[src/rtl/seg_pkg.sv]
// Segment pattern table (lit-high, bit7 = DP, bits 6:0 = g..a) and width helper
// shared by the 7-segment scan driver.
package seg_pkg;

  localparam logic [7:0] SEG_0    = 8'h3F;
  localparam logic [7:0] SEG_1    = 8'h06;
  localparam logic [7:0] SEG_2    = 8'h5B;
  localparam logic [7:0] SEG_3    = 8'h4F;
  localparam logic [7:0] SEG_4    = 8'h66;
  localparam logic [7:0] SEG_5    = 8'h6D;
  localparam logic [7:0] SEG_6    = 8'h7D;
  localparam logic [7:0] SEG_7    = 8'h07;
  localparam logic [7:0] SEG_8    = 8'h7F;
  localparam logic [7:0] SEG_9    = 8'h6F;
  localparam logic [7:0] SEG_A    = 8'h77;
  localparam logic [7:0] SEG_B    = 8'h7C;
  localparam logic [7:0] SEG_C    = 8'h39;
  localparam logic [7:0] SEG_D    = 8'h5E;
  localparam logic [7:0] SEG_E    = 8'h79;
  localparam logic [7:0] SEG_F    = 8'h71;
  localparam logic [7:0] SEG_DASH = 8'h40;
  localparam logic [7:0] SEG_OFF  = 8'h00;

  // Bits needed to count 0..value-1; never less than one bit.
  function automatic int unsigned clog2(input int unsigned value);
    int unsigned w;
    w = 1;
    while ((64'd1 << w) < 64'(value)) begin
      w = w + 1;
    end
    return w;
  endfunction

endpackage

[src/rtl/seg7_hex_decode.sv]
// Combinational digit decoder: 4-bit code, DP and blank flag to a lit-high
// segment pattern. Polarity and registering are left to the caller.
module seg7_hex_decode
  import seg_pkg::*;
#(
  parameter bit HEX_EN = 1'b1
) (
  input  logic [3:0] code_i,
  input  logic       dp_i,
  input  logic       blank_i,
  output logic [7:0] seg_o
);

  always_comb begin
    seg_o = SEG_OFF;
    unique case (code_i)
      4'd0:  seg_o = SEG_0;
      4'd1:  seg_o = SEG_1;
      4'd2:  seg_o = SEG_2;
      4'd3:  seg_o = SEG_3;
      4'd4:  seg_o = SEG_4;
      4'd5:  seg_o = SEG_5;
      4'd6:  seg_o = SEG_6;
      4'd7:  seg_o = SEG_7;
      4'd8:  seg_o = SEG_8;
      4'd9:  seg_o = SEG_9;
      4'd10: seg_o = HEX_EN ? SEG_A : SEG_DASH;
      4'd11: seg_o = HEX_EN ? SEG_B : SEG_DASH;
      4'd12: seg_o = HEX_EN ? SEG_C : SEG_DASH;
      4'd13: seg_o = HEX_EN ? SEG_D : SEG_DASH;
      4'd14: seg_o = HEX_EN ? SEG_E : SEG_DASH;
      4'd15: seg_o = HEX_EN ? SEG_F : SEG_DASH;
    endcase
    seg_o[7] = dp_i;
    // A blanked digit is fully dark, DP included.
    if (blank_i) begin
      seg_o = SEG_OFF;
    end
  end

endmodule

[src/rtl/seg_scan_driver.sv]
// Time-multiplexed common-anode 7-segment driver with a double-buffered image,
// frame-synchronous image swap, leading-zero blanking and per-slot anode gap.
module seg_scan_driver
  import seg_pkg::*;
#(
  parameter int unsigned NUM_DIGITS  = 8,
  parameter int unsigned SCAN_DIV    = 100000,
  parameter int unsigned BLANK_CYC   = 16,
  parameter bit          HEX_EN      = 1'b1,
  parameter bit          SEG_ACT_LOW = 1'b1,
  parameter bit          AN_ACT_LOW  = 1'b1
) (
  input  logic                    clk,
  input  logic                    rst,
  input  logic                    load,
  input  logic [4*NUM_DIGITS-1:0] digits,
  input  logic [NUM_DIGITS-1:0]   dp,
  input  logic [NUM_DIGITS-1:0]   blank,
  input  logic                    lzb_en,
  output logic                    pending,
  output logic                    frame_start,
  output logic [7:0]              seg,
  output logic [NUM_DIGITS-1:0]   an
);

  localparam int unsigned IdxW = clog2(NUM_DIGITS);
  localparam int unsigned DivW = clog2(SCAN_DIV);

  localparam logic [IdxW-1:0]       IdxLast  = IdxW'(NUM_DIGITS - 1);
  localparam logic [DivW-1:0]       DivLast  = DivW'(SCAN_DIV - 1);
  localparam logic [DivW-1:0]       DivBlank = DivW'(BLANK_CYC);
  localparam logic [7:0]            SegMask  = {8{SEG_ACT_LOW}};
  localparam logic [NUM_DIGITS-1:0] AnMask   = {NUM_DIGITS{AN_ACT_LOW}};

  logic [DivW-1:0] div_cnt_q, div_cnt_d;
  logic [IdxW-1:0] idx_q, idx_d;
  logic            pending_q, pending_d;
  logic            frame_start_q, frame_start_d;
  logic [7:0]      seg_q, seg_d;
  logic [NUM_DIGITS-1:0] an_q, an_d;

  logic [4*NUM_DIGITS-1:0] pend_digits_q, pend_digits_d, act_digits_q, act_digits_d;
  logic [NUM_DIGITS-1:0]   pend_dp_q, pend_dp_d, act_dp_q, act_dp_d;
  logic [NUM_DIGITS-1:0]   pend_blank_q, pend_blank_d, act_blank_q, act_blank_d;
  logic                    pend_lzb_q, pend_lzb_d;

  logic                    slot_end, wrap;
  logic [4*NUM_DIGITS-1:0] src_digits;
  logic [NUM_DIGITS-1:0]   src_dp, src_blank;
  logic                    src_lzb, lzb_run;

  logic [3:0]            cur_code;
  logic                  cur_dp, cur_blank;
  logic [7:0]            cur_lit;
  logic [NUM_DIGITS-1:0] onehot;

  assign slot_end = (div_cnt_q == DivLast);
  assign wrap     = slot_end && (idx_q == IdxLast);

  // Image that becomes active at a wrap: a same-cycle load bypasses the buffer.
  always_comb begin
    src_digits = pend_digits_q;
    src_dp     = pend_dp_q;
    src_blank  = pend_blank_q;
    src_lzb    = pend_lzb_q;
    if (load) begin
      src_digits = digits;
      src_dp     = dp;
      src_blank  = blank;
      src_lzb    = lzb_en;
    end
    // Leading-zero blanking walks from the leftmost digit; digit 0 is never touched.
    lzb_run = src_lzb;
    for (int i = int'(NUM_DIGITS) - 1; i >= 1; i--) begin
      if (lzb_run && (src_digits[4*i +: 4] == 4'd0) && !src_dp[i]) begin
        src_blank[i] = 1'b1;
      end else begin
        lzb_run = 1'b0;
      end
    end
  end

  always_comb begin
    div_cnt_d     = slot_end ? '0 : div_cnt_q + DivW'(1);
    idx_d         = idx_q;
    if (slot_end) begin
      idx_d = (idx_q == IdxLast) ? '0 : idx_q + IdxW'(1);
    end
    frame_start_d = wrap;

    pending_d     = pending_q;
    pend_digits_d = pend_digits_q;
    pend_dp_d     = pend_dp_q;
    pend_blank_d  = pend_blank_q;
    pend_lzb_d    = pend_lzb_q;
    act_digits_d  = act_digits_q;
    act_dp_d      = act_dp_q;
    act_blank_d   = act_blank_q;

    if (load && !wrap) begin
      pend_digits_d = digits;
      pend_dp_d     = dp;
      pend_blank_d  = blank;
      pend_lzb_d    = lzb_en;
      pending_d     = 1'b1;
    end
    if (wrap) begin
      pending_d = 1'b0;
      if (load || pending_q) begin
        act_digits_d = src_digits;
        act_dp_d     = src_dp;
        act_blank_d  = src_blank;
      end
    end
  end

  always_comb begin
    cur_code  = 4'd0;
    cur_dp    = 1'b0;
    cur_blank = 1'b1;
    onehot    = '0;
    for (int i = 0; i < int'(NUM_DIGITS); i++) begin
      if (idx_q == IdxW'(i)) begin
        cur_code  = act_digits_q[4*i +: 4];
        cur_dp    = act_dp_q[i];
        cur_blank = act_blank_q[i];
        onehot[i] = 1'b1;
      end
    end
  end

  seg7_hex_decode #(
    .HEX_EN (HEX_EN)
  ) u_decode (
    .code_i  (cur_code),
    .dp_i    (cur_dp),
    .blank_i (cur_blank),
    .seg_o   (cur_lit)
  );

  // Anodes and segments stay dark for the first BLANK_CYC clocks of every slot.
  always_comb begin
    seg_d = SegMask;
    an_d  = AnMask;
    if (div_cnt_q >= DivBlank) begin
      seg_d = cur_lit ^ SegMask;
      an_d  = onehot ^ AnMask;
    end
  end

  always_ff @(posedge clk) begin
    if (rst) begin
      div_cnt_q     <= '0;
      idx_q         <= '0;
      pending_q     <= 1'b0;
      frame_start_q <= 1'b0;
      seg_q         <= SegMask;
      an_q          <= AnMask;
      pend_digits_q <= '0;
      pend_dp_q     <= '0;
      pend_blank_q  <= '1;
      pend_lzb_q    <= 1'b0;
      act_digits_q  <= '0;
      act_dp_q      <= '0;
      act_blank_q   <= '1;
    end else begin
      div_cnt_q     <= div_cnt_d;
      idx_q         <= idx_d;
      pending_q     <= pending_d;
      frame_start_q <= frame_start_d;
      seg_q         <= seg_d;
      an_q          <= an_d;
      pend_digits_q <= pend_digits_d;
      pend_dp_q     <= pend_dp_d;
      pend_blank_q  <= pend_blank_d;
      pend_lzb_q    <= pend_lzb_d;
      act_digits_q  <= act_digits_d;
      act_dp_q      <= act_dp_d;
      act_blank_q   <= act_blank_d;
    end
  end

  assign pending     = pending_q;
  assign frame_start = frame_start_q;
  assign seg         = seg_q;
  assign an          = an_q;

endmodule

[config.mk]
export PLATFORM = sky130hd
export DESIGN_NAME = seg_scan_driver
export DESIGN_NICKNAME = d
export VERILOG_FILES = /design/src/rtl/seg_pkg.sv /design/src/rtl/seg7_hex_decode.sv /design/src/rtl/seg_scan_driver.sv
export SDC_FILE = /design/constraint.sdc
export NUM_CORES = 1
export LEC_CHECK = 0
export BUFFER_PORTS_ARGS = -buffer_cell sky130_fd_sc_hd__buf_2
export CORE_MARGIN = 3
export CORE_UTILIZATION = 45
export CTS_CLUSTER_DIAMETER = 30
export DETAILED_ROUTE_END_ITERATION = 16
export GPL_ROUTABILITY_DRIVEN = 0
export MAX_ROUTING_LAYER = met4
export PLACE_DENSITY_LB_ADDON = 0.12
export REMOVE_ABC_BUFFERS = 1
export SLEW_MARGIN = 20
export SYNTH_ARGS = -nofsm -noshare
export SYNTH_HDL_FRONTEND = slang
export SYNTH_SLANG_ARGS = --single-unit
export TNS_END_PERCENT = 20
[constraint.sdc]
create_clock -name clk -period 2.9 [get_ports clk]
set_clock_uncertainty 0.15 [all_clocks]
set_input_delay 0.725 -clock clk [delete_from_list [all_inputs] [get_ports clk]]
set_output_delay 0.725 -clock clk [all_outputs]
set_load 0.05 [all_outputs]
Word-level counts from Yosys, hierarchy flattened
Memory sizes are Yosys's and may differ from the RTL's.
Cells that the tools add are included.
{"block": "totals", "register_bits": 135, "romBits": 112, "mem_count": 1}
{"block": "op_classes", "n_addsub": 2, "n_lt_le_gt_ge": 1, "n_eq_ne": 8, "mux": 51, "bitwise": 3, "n_reduce_logical": 37}
{"name": "(name not given)", "words": 16, "word_bits": 7, "read_ports": 1, "rd_clocked_by_memory_dff": 0, "write_ports": 0, "line_no": "seg7_hex_decode.sv:16", "source": "unique case (code_i)"}
{"cell": "$mux W1", "count": 38}
{"cell": "$mux W32", "count": 1}
{"cell": "$mux W4", "count": 8}
{"cell": "$logic_not A4 Y1", "count": 7}
{"cell": "$mux W8", "count": 3}
{"cell": "$add A17 B1 Y17 const B", "count": 1}
{"cell": "$eq A17 B17 Y1 const B", "count": 1}
{"cell": "$ge A17 B5 Y1 const B", "count": 1}
{"cell": "$logic_and A1 B1 Y1", "count": 16}
{"cell": "$not A8 Y8", "count": 2}
{"cell": "$eq A3 B3 Y1 const B", "count": 4}
{"cell": "$logic_not A1 Y1", "count": 8}
{"cell": "$eq A3 B2 Y1 const B", "count": 2}
{"cell": "$reduce_or A2 Y1", "count": 3}
{"cell": "$add A3 B1 Y3 const B", "count": 1}
{"cell": "$eq A3 B1 Y1 const B", "count": 1}
{"cell": "$logic_not A3 Y1", "count": 1}
{"cell": "$mux W3", "count": 1}
{"cell": "$reduce_and A2 Y1", "count": 1}
{"cell": "$logic_or A1 B1 Y1", "count": 1}
{"cell": "$not A1 Y1", "count": 1}

Logic depth before layout (Yosys ltp)
Gate-level depths: netlist of run 1.
{"block": "depth", "word_depth": 23, "ltp_mapped": 13, "mapped_depth_nobuf": 11}

By module
A second synthesis of run 1 with hierarchy kept.
{"block": "hier_totals", "cells_unflattened": 767, "hier_area_um2": 6287.3}
{"module": "seg_scan_driver", "n_inst": 1, "cells_each": 729, "area_each_um2": 6009.5, "seq_area_each_um2": 2702.6}
{"module": "seg7_hex_decode", "n_inst": 1, "cells_each": 38, "area_each_um2": 277.8, "seq_area_each_um2": 0.0}

Worst setup path before layout of run 1
Ideal clock, no wire load.
{"block": "synth_path", "kind": "flip-flop to flip-flop", "startpoint": "register idx_q[2]", "endpoint": "register seg_q[3] (netlist: seg[3])", "arrival_ns": 2.658, "required_ns": 2.598, "slack_ns": -0.060, "stages_incl_launch_ff": 13, "path_buffers": 2, "period_less_slack_ns": 2.960, "cell_sequence": "dfxtp_1 clkbuf_1 inv_1 ha_1 clkbuf_1 nor2_1 a311oi_1 o31ai_1 inv_1 ha_1 and2_1 o21ai_1 o211ai_1"}
{"block": "synth_between", "elab_chain_cells": 12, "elab_cells_between_ends": 27, "classes_between": "7 x eq/ne; 17 x mux; 1 x bitwise; 1 x reduce/logical; 1 x memory"}
{"element": "from (decl)", "line_no": "seg_scan_driver.sv:36", "source": "logic [IdxW-1:0] idx_q, idx_d;"}
{"element": "from (signal assigned)", "line_no": "seg_scan_driver.sv:168", "source": "idx_q <= idx_d;"}
{"element": "$logic_not A3 Y1", "line_no": "seg_scan_driver.sv:123", "source": "if (idx_q == IdxW'(i)) begin"}
{"element": "$mux W4 (8 in a row)", "line_no": "seg_scan_driver.sv:123"}
{"element": "$mem_v2 Z16 W7"}
{"element": "$mux W8 *", "line_no": "seg7_hex_decode.sv:36", "source": "if (blank_i) begin"}
{"element": "$not A8 Y8 (no line) *"}
{"element": "to (signal assigned)", "line_no": "seg_scan_driver.sv:157", "source": "seg_q <= SegMask;"}
{"element": "to (signal assigned)", "line_no": "seg_scan_driver.sv:171", "source": "seg_q <= seg_d;"}
{"element": "to (decl)", "line_no": "seg_scan_driver.sv:39", "source": "logic [7:0] seg_q, seg_d;"}
Mark *: on every way between the ends. The rest lies on a longest branch, timed or not.
A chain may end at the register's enable or synchronous reset.

Final worst setup path of run 1
{"block": "layout_path", "startpoint": "register idx_q[0]", "endpoint": "register seg_q[3] (netlist: seg[3])"}
The elaborated chain is that of the path after synthesis.

==> reports/results.txt, run 1 <==
status: completed
Synth Instances: 751
Max Slew Vio Count: 0
Die H: 124 um
post-synthesis sequential area ratio: 0.430
vias per inst: 5.48
final setup vio count: 0
Final period util: 0.914
ant diodes: 0
EDFF count, synth: 0
CTS Root Cell: clkbuf_16
initial antenna violation count: 0
Peak VDD IR: 0.474 mV
clock transition at the registers of the reported paths: 0.05 ns
layout cell share with drive strength beyond 1: 0.176
commonest cells in the netlist: dfxtp_1 (135), nand2_1 (124), nor2_1 (81)
Starting Density: 0.468
fraction of registers with async set/reset: 0
power density over the cells: 580 nW/um^2
Initial DRC Count: 425
via count: 5,506
R2R Setup Slk: 0.25 ns
CTS tree: yes
first-pass GRT wire length: 26,000 um
Hold Crit Class: reg -> reg
mapped cell area: 6290 sq um
post-layout util: 0.559
yosys warns: 0
post-synth top area share: 0.430
Max Root-Sink Buffers: 2
row cnt: 42
final wirelength: 15,800 um
unrepaired setup endpoints after global routing: false
Final ANT Viol Nets: 0
Final TNS setup: 0 ns
First-pass DRT Iterations: 5
final hold viol count: 0
GRT Total Usage: 0.211
vias in the first global route: 5,273
Final Cell Area: 7520 sq um
post-DP HPWL: 11,600 um
max-cap violation count: 0
area growth from synthesis to layout: 19.5%
startpoint types: register
I/O pin cnt: 70
arrival time worst endpoint: 2.79 ns
I/O Buffers: 69
Power, Total: 4360 uW
Avg WL per Cell: 15.7 um
die width: 124 um
Setup Crit Path Kind: reg -> reg
post-CTS setup buffers: 0
Slew Limit Headroom: 0.620
htree depth: 4
Yosys reg bits: 135
area leader, netlist: dfxtp_1
remaining global-route overflow: 0
clock latency on the worst-skew pair: 0.41 ns
die footprint: 15,400 sq um
clk sink count: 135
Layout Nets: 883
Tightest Pin Transition: 0.569 ns
largest cells by area after synthesis: dfxtp_1 (43%), mux2i_1 (7.6%), nand2_1 (7.4%), a211oi_1 (5.4%), a21oi_1 (5.2%)
Yosys cell types: 63
Main synth FF type: dfxtp_1
largest net degree at the start of global routing: 65
Max FO, Critical Path: 5
# resized after CTS: 0
CP Data Required Time: 3.04 ns
Final min period: 2.65 ns
Lkg Pwr: 0.00297 uW
Placement Cell Area: 6910 sq um
Inserted Clock Buffers: 17
count leader, synth: dfxtp_1
CTS Hold Bufs: 0
syn avg cell area: 8.38 sq um
DRC viols: 0
fmax: 0.377 GHz
kind of end point of the critical path: register
core footprint: 13,500 sq um
power by group:
group	total, uW	internal (uW)	switching [uW]
Combinational	285	114	170
Clock	2140	1410	732
Sequential	1930	1900	29.6
Total	4360	3430	932
per-stage QoR:
stage	hold WS, ns	setup slack [ns]	instances
after floorplan	0.276	-1.25	697
after global placement	0.291	0.158	975
after detailed placement	0.297	0.0744	975
after CTS	0.304	0.101	1004
after global routing	0.333	0.0114	1004
final	0.305	0.249	1004
sequential cells by signal (all words and copies together), names as in the netlist, 3 cells and up:
register and cells:
pend_digits_q 32, idx_q 3, act_digits_q 32, act_dp_q 8, pend_dp_q 8, an 8
pend_blank_q 8, div_cnt_q 17, seg 8, act_blank_q 8
per-layer routing:
metal	track usage	part of all wire
met3	0.0467	0.047
met1	0.285	0.48
met2	0.319	0.46
met5	-	0
met4	0.0613	0.015
worst max-delay path: stages, from the launching register on:
cell and delay [ns]:
dfxtp_1 0.34, ha_1 0.23, ha_1 0.24, nor2_1 0.31
a311oi_2 0.19, o31ai_2 0.29, inv_1 0.10, ha_1 0.26
and2_1 0.17, o21ai_1 0.14, o211ai_1 0.11
logic make-up after synthesis:
kind of cell / synth area share
compound gates: 0.175
xor+xnor: 0.0181
flops: 0.430
mux: 0.0817
fa+ha+maj: 0.0259
simple gates: 0.222
buf+inv: 0.0477
final cells by class:
| type | instances | area [sq um] |
|---|---|---|
| tap | 176 | 220 |
| fill | 1252 | 5930 |
| multi-input combinational | 544 | 3320 |
| sequential | 135 | 2700 |
| clock buffer | 27 | 533 |
| inverter | 18 | 67.6 |
| clock inverter | 2 | 60.1 |
| timing repair buffer | 102 | 618 |
layout by cell type, fill, tap and decap left out, types with 9 or more instances in the layout:
master       n
dfxtp_1    135
nand2_1    124
nor2_1      81
buf_2       69
a21oi_1     65
mux2i_1     48
a211oi_1    45
buf_4       31
nand3_1     25
inv_1       17
clkbuf_16   17
nor3_1      14
ha_1        11
o21ai_0      9
xor2_1       9
final timing paths:
kind / from / endpoint / cells after the start
worst max-delay path: idx_q[0]$_SDFFE_PP0N_ / seg[3]$_SDFF_PP1_ / 10
worst min-delay path: pend_digits_q[3]$_SDFFE_PP0P_ / pend_digits_q[3]$_SDFFE_PP0P_ / 2
worst max register to register: idx_q[0]$_SDFFE_PP0N_ / seg[3]$_SDFF_PP1_ / 10
worst min register to register: pend_digits_q[3]$_SDFFE_PP0P_ / pend_digits_q[3]$_SDFFE_PP0P_ / 2
Note: power is estimated with default switching activity, not from simulation.
==> run 2, diff against run 1 <==
--- a/config.mk
+++ b/config.mk
@@ -6,13 +6,16 @@
 export NUM_CORES = 1
 export LEC_CHECK = 0
 export BUFFER_PORTS_ARGS = -buffer_cell sky130_fd_sc_hd__buf_2
+export CELL_PAD_IN_SITES_DETAIL_PLACEMENT = 0
+export CELL_PAD_IN_SITES_GLOBAL_PLACEMENT = 1
 export CORE_MARGIN = 3
-export CORE_UTILIZATION = 45
+export CORE_UTILIZATION = 40
 export CTS_CLUSTER_DIAMETER = 30
 export DETAILED_ROUTE_END_ITERATION = 16
 export GPL_ROUTABILITY_DRIVEN = 0
 export MAX_ROUTING_LAYER = met4
 export PLACE_DENSITY_LB_ADDON = 0.12
+export RECOVER_POWER = 50
 export REMOVE_ABC_BUFFERS = 1
 export SLEW_MARGIN = 20
 export SYNTH_ARGS = -nofsm -noshare
==> run 2 against run 1 <==
- wire length grew 2.3%
- utilization decreased by 6.7 points
- register-to-register slack worse by 0.097 ns
- clock power grew 13%
- largest power group unchanged
- highest routed layer unchanged
==> reports/results.txt, run 2 (synthesis results as in run 1) <==
worst flop-to-flop path startpoint: idx_q[0]$_SDFFE_PP0N_ (unchanged)
clock transition at the registers of the reported paths: 0.06 ns (was 0.05 ns)
hold endpoint: pend_lzb_q$_SDFFE_PP0P_ (was pend_digits_q[3]$_SDFFE_PP0P_)
post-DP HPWL: 11,800 um (was 11,600 um)
initial antenna violation count: 0 (unchanged)
DRC viols: 0 (unchanged)
vias per inst: 5.22 (was 5.48)
CTS Root Cell: clkbuf_16 (unchanged)
FF-to-FF path depth: 10 (unchanged)
Hold Slack: 0.298 ns (was 0.305 ns)
Final period util: 0.948 (was 0.914)
post-layout util: 0.492 (was 0.559)
kind of end point of the critical path: register (unchanged)
Fillers: 1,542 (was 1,252)
Inserted Clock Buffers: 17 (unchanged)
Max Slew Vio Count: 0 (unchanged)
fmax: 0.364 GHz (was 0.377 GHz)
Layout Nets: 881 (was 883)
post-CTS setup buffers: 0 (unchanged)
power density over the cells: 613 nW/um^2 (was 580 nW/um^2)
max-cap violation count: 0 (unchanged)
area growth from synthesis to layout: 19.7% (was 19.5%)
status: completed (unchanged)
remaining global-route overflow: 0 (unchanged)
Worst setup startpoint: idx_q[0]$_SDFFE_PP0N_ (unchanged)
final wirelength: 16,100 um (was 15,800 um)
Initial DRC Count: 291 (was 425)
clock latency on the worst-skew pair: 0.42 ns (was 0.41 ns)
via count: 5,433 (was 5,506)
first-pass GRT wire length: 26,500 um (was 26,000 um)
final setup vio count: 0 (unchanged)
Critical Path Max Stage Delay: 0.40 ns (was 0.34 ns)
ant diodes: 0 (unchanged)
Max Root-Sink Buffers: 2 (unchanged)
crit path cell chain: inv_1, ha_1, buf_4, a211oi_1, a21oi_1, a221oi_2, buf_4, or2_1, a21oi_1, o31ai_1 (was ha_1, ha_1, nor2_1, a311oi_2, o31ai_2, inv_1, ha_1, and2_1, o21ai_1, o211ai_1)
Hold Crit Class: reg -> reg (unchanged)
die width: 131 um (was 124 um)
vias in the first global route: 5,128 (was 5,273)
Lkg Pwr: 0.00295 uW (was 0.00297 uW)
Critical R2R Capture: seg[0]$_SDFF_PP1_ (was seg[3]$_SDFF_PP1_)
Power, Total: 4610 uW (was 4360 uW)
arrival time worst endpoint: 2.92 ns (was 2.79 ns)
Peak VDD IR: 0.365 mV (was 0.474 mV)
die footprint: 17,300 sq um (was 15,400 sq um)
Tightest Pin Transition: 0.898 ns (was 0.569 ns)
Max FO, Critical Path: 12 (was 5)
final hold viol count: 0 (unchanged)
I/O pin cnt: 70 (unchanged)
Final TNS setup: 0 ns (unchanged)
core footprint: 15,300 sq um (was 13,500 sq um)
Final min period: 2.75 ns (was 2.65 ns)
Crit-path slowest cell: a211oi_1 (was dfxtp_1)
Final ANT Viol Nets: 0 (unchanged)
I/O Buffers: 69 (unchanged)
Avg WL per Cell: 15.5 um (was 15.7 um)
htree depth: 4 (unchanged)
Slew Limit Headroom: 0.401 (was 0.620)
Die H: 131 um (was 124 um)
R2R Setup Slk: 0.15 ns (was 0.25 ns)
GRT Total Usage: 0.195 (was 0.211)
Setup Crit Path Kind: reg -> reg (unchanged)
startpoint types: register (unchanged)
most frequent cells in the layout: dfxtp_1 (135), nand2_1 (124), nor2_1 (81), a21oi_1 (64), buf_2 (50) (was dfxtp_1 (135), nand2_1 (124), nor2_1 (81), buf_2 (69), a21oi_1 (65))
clk sink count: 135 (unchanged)
Worst Min Path Start: pend_lzb_q$_SDFFE_PP0P_ (was pend_digits_q[3]$_SDFFE_PP0P_)
CTS tree: yes (unchanged)
row cnt: 45 (was 42)
WHS Path Cells: 2 (unchanged)
CP Data Required Time: 3.08 ns (was 3.04 ns)
commonest non-fill, non-tap cell in the layout: dfxtp_1 (unchanged)
Starting Density: 0.411 (was 0.468)
First-pass DRT Iterations: 4 (was 5)
layout cell share with drive strength beyond 1: 0.150 (was 0.176)
largest net degree at the start of global routing: 57 (was 65)
Regs by FF count: act_digits_q x32, pend_digits_q x32, div_cnt_q x17 (unchanged)
==> run 2: cell count changes in the layout (fill, tap and decap cells not counted), sizes merged <==
cell / change
clkbuf: +19
bufinv: +3
buf: -24
clkinv: +3
==> run 2: how the worst max path moves through the flow <==
stage / end / slack (ns)
floorplan: act_blank_q[1]$_SDFFE_PP1P_ / -1.25
global placement: seg[1]$_SDFF_PP1_ / 0.18
detailed placement: act_blank_q[1]$_SDFFE_PP1P_ / 0.08
CTS: seg[0]$_SDFF_PP1_ / 0.12
global route: seg[3]$_SDFF_PP1_ / -0.003
finish: seg[0]$_SDFF_PP1_ / 0.15
==> run 2: through the flow <==
stage               cell area [sq um]  worst slack [ns]  std cells
floorplan                        6060             -1.25        697
global placement                 6930             0.185       1008
detailed placement               6930            0.0801       1008
CTS                              7590             0.122       1040
global route                     7530          -0.00283       1040
finish                           7530             0.152       1040
==> run 2: power by group <==
part	switching, uW	total [uW]	internal, uW	leakage (uW)
logic	167	276	109	0.00152
registers	29.4	1930	1900	0.00110
clock network	772	2410	1640	0.000330
==> run 2: final cells by class <==
cell class	count	area, sq um	share of cell area
clock buffers	24	502	0.0666
clock inverters	8	165	0.0219
inverters	18	67.6	0.00897
multi-input cells	544	3280	0.436
flip-flops and latches	135	2700	0.359
well taps	211	264	0.0351
repair buffers	100	548	0.0728
==> run 2: layer usage <==
layer	vias to the layer above	track usage	share of wire
met4	0	0.0630	0.011
met5	-	-	0
met1	2539	0.267	0.51
li1	2781	-	-
met3	14	0.0391	0.033
met2	99	0.289	0.45
==> run 2: critical path: cells and delay by family (launching register included) <==
kind	cells	cell delay [ns]
buffers and inverters	3	0.54
and+or+nand+nor	1	0.14
DFF	1	0.37
adders and majority gates	1	0.32
AOI/OAI and AO/OA	5	1.12
==> run 2: repair_timing <==
action | 4_1_cts | 5_1_grt
setup endpoints to repair | 0 | 5
gates resized for setup | 0 | 2
hold buffers | 0 | 0
